File: config.mk
export PLATFORM = sky130hd
export DESIGN_NAME = tail_light_seq
export DESIGN_NICKNAME = d
export VERILOG_FILES = /design/src/rtl/tail_light_pkg.sv /design/src/rtl/tick_prescaler.sv /design/src/rtl/tail_light_seq.sv
export SDC_FILE = /design/constraint.sdc
export NUM_CORES = 1
export LEC_CHECK = 0
export BUFFER_PORTS_ARGS = -buffer_cell sky130_fd_sc_hd__buf_2
export CAP_MARGIN = 5
export CORE_MARGIN = 2
export CORE_UTILIZATION = 56
export CTS_BUF_LIST = sky130_fd_sc_hd__clkbuf_4 sky130_fd_sc_hd__clkbuf_8 sky130_fd_sc_hd__clkbuf_16
export CTS_CLUSTER_SIZE = 20
export DETAILED_ROUTE_END_ITERATION = 7
export GPL_TIMING_DRIVEN = 0
export HOLD_SLACK_MARGIN = 0.15
export PLACE_DENSITY = 0.78
export SYNTH_ARGS = -nofsm -noshare
export SYNTH_HDL_FRONTEND = slang
export SYNTH_SLANG_ARGS = --single-unit
File: constraint.sdc
create_clock -name clk -period 3.5 [get_ports clk]
set_input_delay 0.35 -clock clk [delete_from_list [all_inputs] [get_ports clk]]
set_output_delay 0.35 -clock clk [all_outputs]
set_load 0.01 [all_outputs]
File: src/rtl/tail_light_pkg.sv
// rtl/tail_light_pkg.sv - shared types and helpers for the tail-light sequencer
//
// Purpose: mode encoding visible on the sequencer's mode port, plus the
// thermometer mask used to fill a side's lamps from the inside out.
// Ports: none (package).

package tail_light_pkg;

  typedef enum logic [1:0] {
    MODE_IDLE  = 2'd0,
    MODE_LEFT  = 2'd1,
    MODE_RIGHT = 2'd2,
    MODE_HAZ   = 2'd3
  } mode_t;

  // Widest side the sequencer supports; callers size-cast the result down.
  localparam int MAX_LAMPS = 8;

  // Thermometer mask: step=k lights lamps 0..k-1, clipped to the lamp count.
  function automatic logic [MAX_LAMPS-1:0] fill_mask(input int step, input int lamps);
    logic [MAX_LAMPS-1:0] m;
    m = '0;
    for (int i = 0; i < MAX_LAMPS; i++) begin
      if ((i < step) && (i < lamps)) m[i] = 1'b1;
    end
    return m;
  endfunction

endpackage

File: src/rtl/tick_prescaler.sv
// rtl/tick_prescaler.sv - free-running step-tick generator with synchronous clear
//
// Purpose: divides clk down to one tick every TICK_DIV cycles.
// Ports:
//   clk   in   system clock
//   rst_n in   asynchronous active-low reset
//   clr   in   restart the count at 0 on the next edge
//   tick  out  high on the cycle the count sits at TICK_DIV-1

module tick_prescaler #(
  parameter int TICK_DIV = 4
) (
  input  logic clk,
  input  logic rst_n,
  input  logic clr,
  output logic tick
);

  localparam int CW = (TICK_DIV > 1) ? $clog2(TICK_DIV) : 1;
  localparam logic [CW-1:0] LAST = CW'(TICK_DIV - 1);

  logic [CW-1:0] count;

  always_ff @(posedge clk or negedge rst_n) begin
    if (!rst_n) begin
      count <= '0;
    end else if (clr || (count == LAST)) begin
      count <= '0;
    end else begin
      count <= count + CW'(1);
    end
  end

  // With TICK_DIV=1 the count is pinned at 0 == LAST, so tick is always high.
  assign tick = (count == LAST);

endmodule

File: src/rtl/tail_light_seq.sv
// rtl/tail_light_seq.sv - sweeping turn / hazard / brake tail-light sequencer
//
// Purpose: turns debounced switch levels into registered lamp drive patterns.
// Ports:
//   clk       in   system clock
//   rst_n     in   asynchronous active-low reset
//   left_req  in   left turn request (level)
//   right_req in   right turn request (level)
//   hazard    in   hazard request (level)
//   brake     in   brake pedal (level)
//   lamp_l    out  left lamps, bit 0 innermost
//   lamp_r    out  right lamps, bit 0 innermost
//   mode      out  current mode

module tail_light_seq
  import tail_light_pkg::*;
#(
  parameter int LAMPS    = 3,
  parameter int TICK_DIV = 4
) (
  input  logic             clk,
  input  logic             rst_n,
  input  logic             left_req,
  input  logic             right_req,
  input  logic             hazard,
  input  logic             brake,
  output logic [LAMPS-1:0] lamp_l,
  output logic [LAMPS-1:0] lamp_r,
  output mode_t            mode
);

  localparam int SW = $clog2(LAMPS + 1);
  localparam logic [SW-1:0] STEP_MAX = SW'(LAMPS);

  mode_t            req;
  mode_t            mode_next;
  logic [SW-1:0]    step;
  logic [SW-1:0]    step_next;
  logic             haz_phase;
  logic             haz_next;
  logic             tick;
  logic             clr;
  logic [LAMPS-1:0] step_mask;
  logic [LAMPS-1:0] brake_mask;
  logic [LAMPS-1:0] haz_mask;
  logic [LAMPS-1:0] lamp_l_next;
  logic [LAMPS-1:0] lamp_r_next;

  tick_prescaler #(
    .TICK_DIV (TICK_DIV)
  ) u_prescaler (
    .clk   (clk),
    .rst_n (rst_n),
    .clr   (clr),
    .tick  (tick)
  );

  // Effective request expressed as the mode it would select; IDLE means none.
  always_comb begin
    if (hazard || (left_req && right_req)) begin
      req = MODE_HAZ;
    end else if (left_req) begin
      req = MODE_LEFT;
    end else if (right_req) begin
      req = MODE_RIGHT;
    end else begin
      req = MODE_IDLE;
    end
  end

  always_comb begin
    mode_next = mode;
    step_next = (step > STEP_MAX) ? '0 : step;
    haz_next  = haz_phase;

    // IDLE reacts at once; active modes only re-evaluate on a step tick.
    if (((mode == MODE_IDLE) && (req != MODE_IDLE)) ||
        ((mode != MODE_IDLE) && tick && (req != mode))) begin
      mode_next = req;
      step_next = ((req == MODE_LEFT) || (req == MODE_RIGHT)) ? SW'(1) : '0;
      haz_next  = (req == MODE_HAZ);
    end else if ((mode != MODE_IDLE) && tick) begin
      if (mode == MODE_HAZ) begin
        haz_next = ~haz_phase;
      end else begin
        // Step LAMPS wraps to 0: one all-dark step before the sweep restarts.
        step_next = (step >= STEP_MAX) ? '0 : step + SW'(1);
      end
    end
  end

  // Restart the prescaler on every mode change so the first step lasts a full period.
  assign clr = (mode_next != mode);

  // Lamps are derived from next-state values so they update on the same edge as mode.
  always_comb begin
    step_mask   = LAMPS'(fill_mask(int'(step_next), LAMPS));
    brake_mask  = {LAMPS{brake}};
    haz_mask    = {LAMPS{haz_next}};
    lamp_l_next = brake_mask;
    lamp_r_next = brake_mask;
    case (mode_next)
      MODE_LEFT:  lamp_l_next = step_mask;
      MODE_RIGHT: lamp_r_next = step_mask;
      MODE_HAZ: begin
        lamp_l_next = haz_mask;
        lamp_r_next = haz_mask;
      end
      default: ;
    endcase
  end

  always_ff @(posedge clk or negedge rst_n) begin
    if (!rst_n) begin
      mode      <= MODE_IDLE;
      step      <= '0;
      haz_phase <= 1'b0;
      lamp_l    <= '0;
      lamp_r    <= '0;
    end else begin
      mode      <= mode_next;
      step      <= step_next;
      haz_phase <= haz_next;
      lamp_l    <= lamp_l_next;
      lamp_r    <= lamp_r_next;
    end
  end

endmodule

==> metrics.md <==
| Metric | Value |
|---|---|
| Status | `finished clean` |
| Final setup vio count | `0` |
| Initial antenna violation count | `0` |
| Row count | `13` |
| Clock slew at reported path FFs | `0.08 ns` |
| VDD IR max | `0.5934 mV` |
| Cell with the most instances after synthesis | `dfrtp_1` |
| First-pass GRT wire length | `2.477 mm` |
| Max FO, Critical Path | `10` |
| Die ar. | `1679 um^2` |
| Largest net degree at the start of global routing | `14` |
| Vias | `629` |
| Routed wire length | `1.495 mm` |
| Worst-Skew Late Latency | `0.27 ns` |
| Total GRT Usage | `23.05%` |
| H-tree depth | `1` |
| Hold Vio Cnt, Final | `0` |
| Port bufs | `13` |
| HP Class | `in2reg` |
| Final ANT Viol Nets | `0` |
| Clk sink count | `13` |
| Largest area contributor in the netlist | `dfrtp_1` |
| Number of remaining DRC errors | `0` |
| WHS Path Cells | `3` |
| Period utilisation layout | `59.12%` |
| First drt pass iteration count | `4` |
| NumNets Final | `103` |
| Ys flop type | `dfrtp_1` |
| FMAX | `483.3 MHz` |
| Slew headroom | `69.17%` |
| Synth cell types | `29` |
| WHS | `0.3734 ns` |
| Mean Syn Cell Area | `10.35 um^2` |
| Synth cell count leaders | `dfrtp_1 (13), a21oi_1 (9), nand2_1 (6), nor2_1 (6), ha_1 (4)` |
| Ys Warns | `0` |
| Post-DR wirelength/cell | `13.97 um` |
| Asr flop ratio synth | `100.0%` |
| R2R Path Start | `mode[0]$_DFF_PN0_` |
| Die Span X | `40.98 um` |
| Final Power | `843.0 uW` |
| Tmin final | `2.069 ns` |
| Top cell type's share of synthesized area | `42.48%` |
| Leakage | `0.4351 nW` |
| GR Overflow Total | `0` |
| RSZ-0062 raised after global routing | `no` |
| Synth-to-layout area growth | `16.18%` |
| Required time of the worst setup path | `3.70 ns` |
| ANT cells | `0` |
| Register area | `325.3 um^2` |
| Vias per cell | `5.879` |
| Critical Path AT | `2.27 ns` |
| Crit path launch | `mode[0]$_DFF_PN0_` |
| IO Count | `14` |
| PwrDens | `947.6 nW/um^2` |
| Core area | `1285 um^2` |
| Clock buffer count from CTS | `3` |
| Max-Cap Viols | `0` |
| Worst Setup Start Kind | `flip-flop` |
| Global placer's final weighted congestion | `0.8253` |
| CTS tree | `built` |
| DP Area | `849.6 um^2` |
| Hold path startpoint | `brake` |
| Sum of negative setup slack | `0 ns` |
| Least-Margin Pin Slew | `0.4496 ns` |
| Slew Viols, Final | `0` |
| Share of cells above drive strength 1 | `31.52%` |
| R2R depth | `7` |
| Clk_skew | `0.006279 ns` |
| Setup Fix Bufs, Post-CTS | `0` |
| Critical path endpoint category | `flip-flop` |
| Syn Inst Count | `74` |
| Crit path kind | `reg2reg` |
| Post-synth EDFFs | `0` |
| Synthesized area | `765.7 um^2` |
| Syn Nets | `84` |
| Top post-synthesis cells by area | `dfrtp_1 (42%), ha_1 (6.5%), a21oi_1 (5.9%), xor2_1 (3.4%), nor4b_4 (3.1%)` |
| Area of the multi-input gates | `401.6 um^2` |
| Design Area, Final | `889.6 um^2` |
| Fillers | `109` |
| Die Y | `40.98 um` |
| Dpl hpwl | `1.120 mm` |
| Max Root-Sink Buffers | `2` |
| Root buffer cell | `clkbuf_4` |
| Initial DRC count | `17` |
| #FFs+latches synth | `13` |
| Vias in the first global route | `557` |
| Effective utilization at floorplan | `59.59%` |
| Register area share after synthesis | `42.48%` |
[worst paths after layout]
| path | slack (ns) | to |
|---|---|---|
| hold reg to reg | 0.45 | u_prescaler.count[0]$_DFF_PN0_ |
| setup reg to reg | 1.43 | lamp_r[2]$_DFF_PN0_ |
| setup / recovery | 1.43 | lamp_r[2]$_DFF_PN0_ |
| max in group asynchronous | 2.79 | haz_phase$_DFF_PN0_ |
| min in group asynchronous | 0.48 | lamp_l[2]$_DFF_PN0_ |
| hold / removal | 0.37 | lamp_r[0]$_DFF_PN0_ |
[through the flow]
| stage | cells | util (%) | worst slack [ns] |
|---|---|---|---|
| 2_1_floorplan | 74 | - | 1.473 |
| 4_1_cts | 107 | 69.23 | 1.425 |
| 5_1_grt | 107 | 69.23 | 1.278 |
| 3_5_place_dp | 102 | 66.11 | 1.192 |
| 3_3_place_gp | 102 | 66.11 | 1.207 |
| 6_report | 107 | 69.23 | 1.431 |
[routing by layer]
metal  vias up  share of wire (%)  global-route usage, %
met5         -                  0                      0
met4         0                1.1                  7.500
met3         4                5.6                  3.261
met2        28                 47                  35.55
met1       296                 47                  32.99
li1        301                  -                      -
[final cells by class]
| type | instances | share of cell area [%] |
|---|---|---|
| plain buffers | 3 | 3.094 |
| well taps | 15 | 2.110 |
| inverters | 3 | 1.266 |
| flip-flops and latches | 13 | 36.57 |
| repair buffers | 14 | 8.439 |
| clock buffers | 4 | 3.376 |
| multi-input cells | 55 | 45.15 |
[kinds of logic (layout without fill, tap and decap cells)]
group                      after synthesis  count (layout)  synth area share (%)
DFF                                     13              13                 42.48
muxes                                    3               3                 4.575
adders and majority gates                4               4                 6.536
and+or+nand+nor                         28              28                 22.88
AOI/OAI and AO/OA                       17              17                 15.03
buffers and inverters                    6              24                 5.064
xor gates and xnor gates                 3               3                 3.432
[flip-flops by register name (all words and copies together) (netlist names)]
signal,cells
lamp_r,3
step,2
haz_phase,1
mode,2
lamp_l,3
u_prescaler.count,2
[worst max-delay path: stages (launching register included)]
cell	delay, ns
dfrtp_1	0.39
buf_6	0.14
and3_4	0.14
nor4b_2	0.31
nand2_1	0.14
a22o_1	0.30
or4_1	0.42
a21oi_1	0.16
[repair_timing]
item	4_1_cts	5_1_grt
endpoints found under the hold margin	13	0
hold buffers	1	0
gates resized for setup	0	0
[where the power goes]
part	internal (mW)	total, mW	switching [mW]	leakage [nW]
sequential	0.228	0.260	0.0320	0.153
clock	0.0519	0.0994	0.0476	0.0184
combinational	0.218	0.483	0.265	0.264
[placed cells by master (no fill, tap or decap), drive strengths merged]
cell	n
a221o	2
nor3	2
dfrtp	13
inv	3
nand2	6
mux2	1
clkbuf	4
o211a	1
and3	2
mux2i	2
a22o	1
a21bo	1
buf	16
xor2	3
or3	3
nor2b	1
dlygate4sd3	1
or2	2
a32o	1
nand3	2
nor4b	2
ha	4
or4	1
nor3b	1
o21ai	2
a21oi	9
nor2	6
Power figures use the tool's default switching activity.
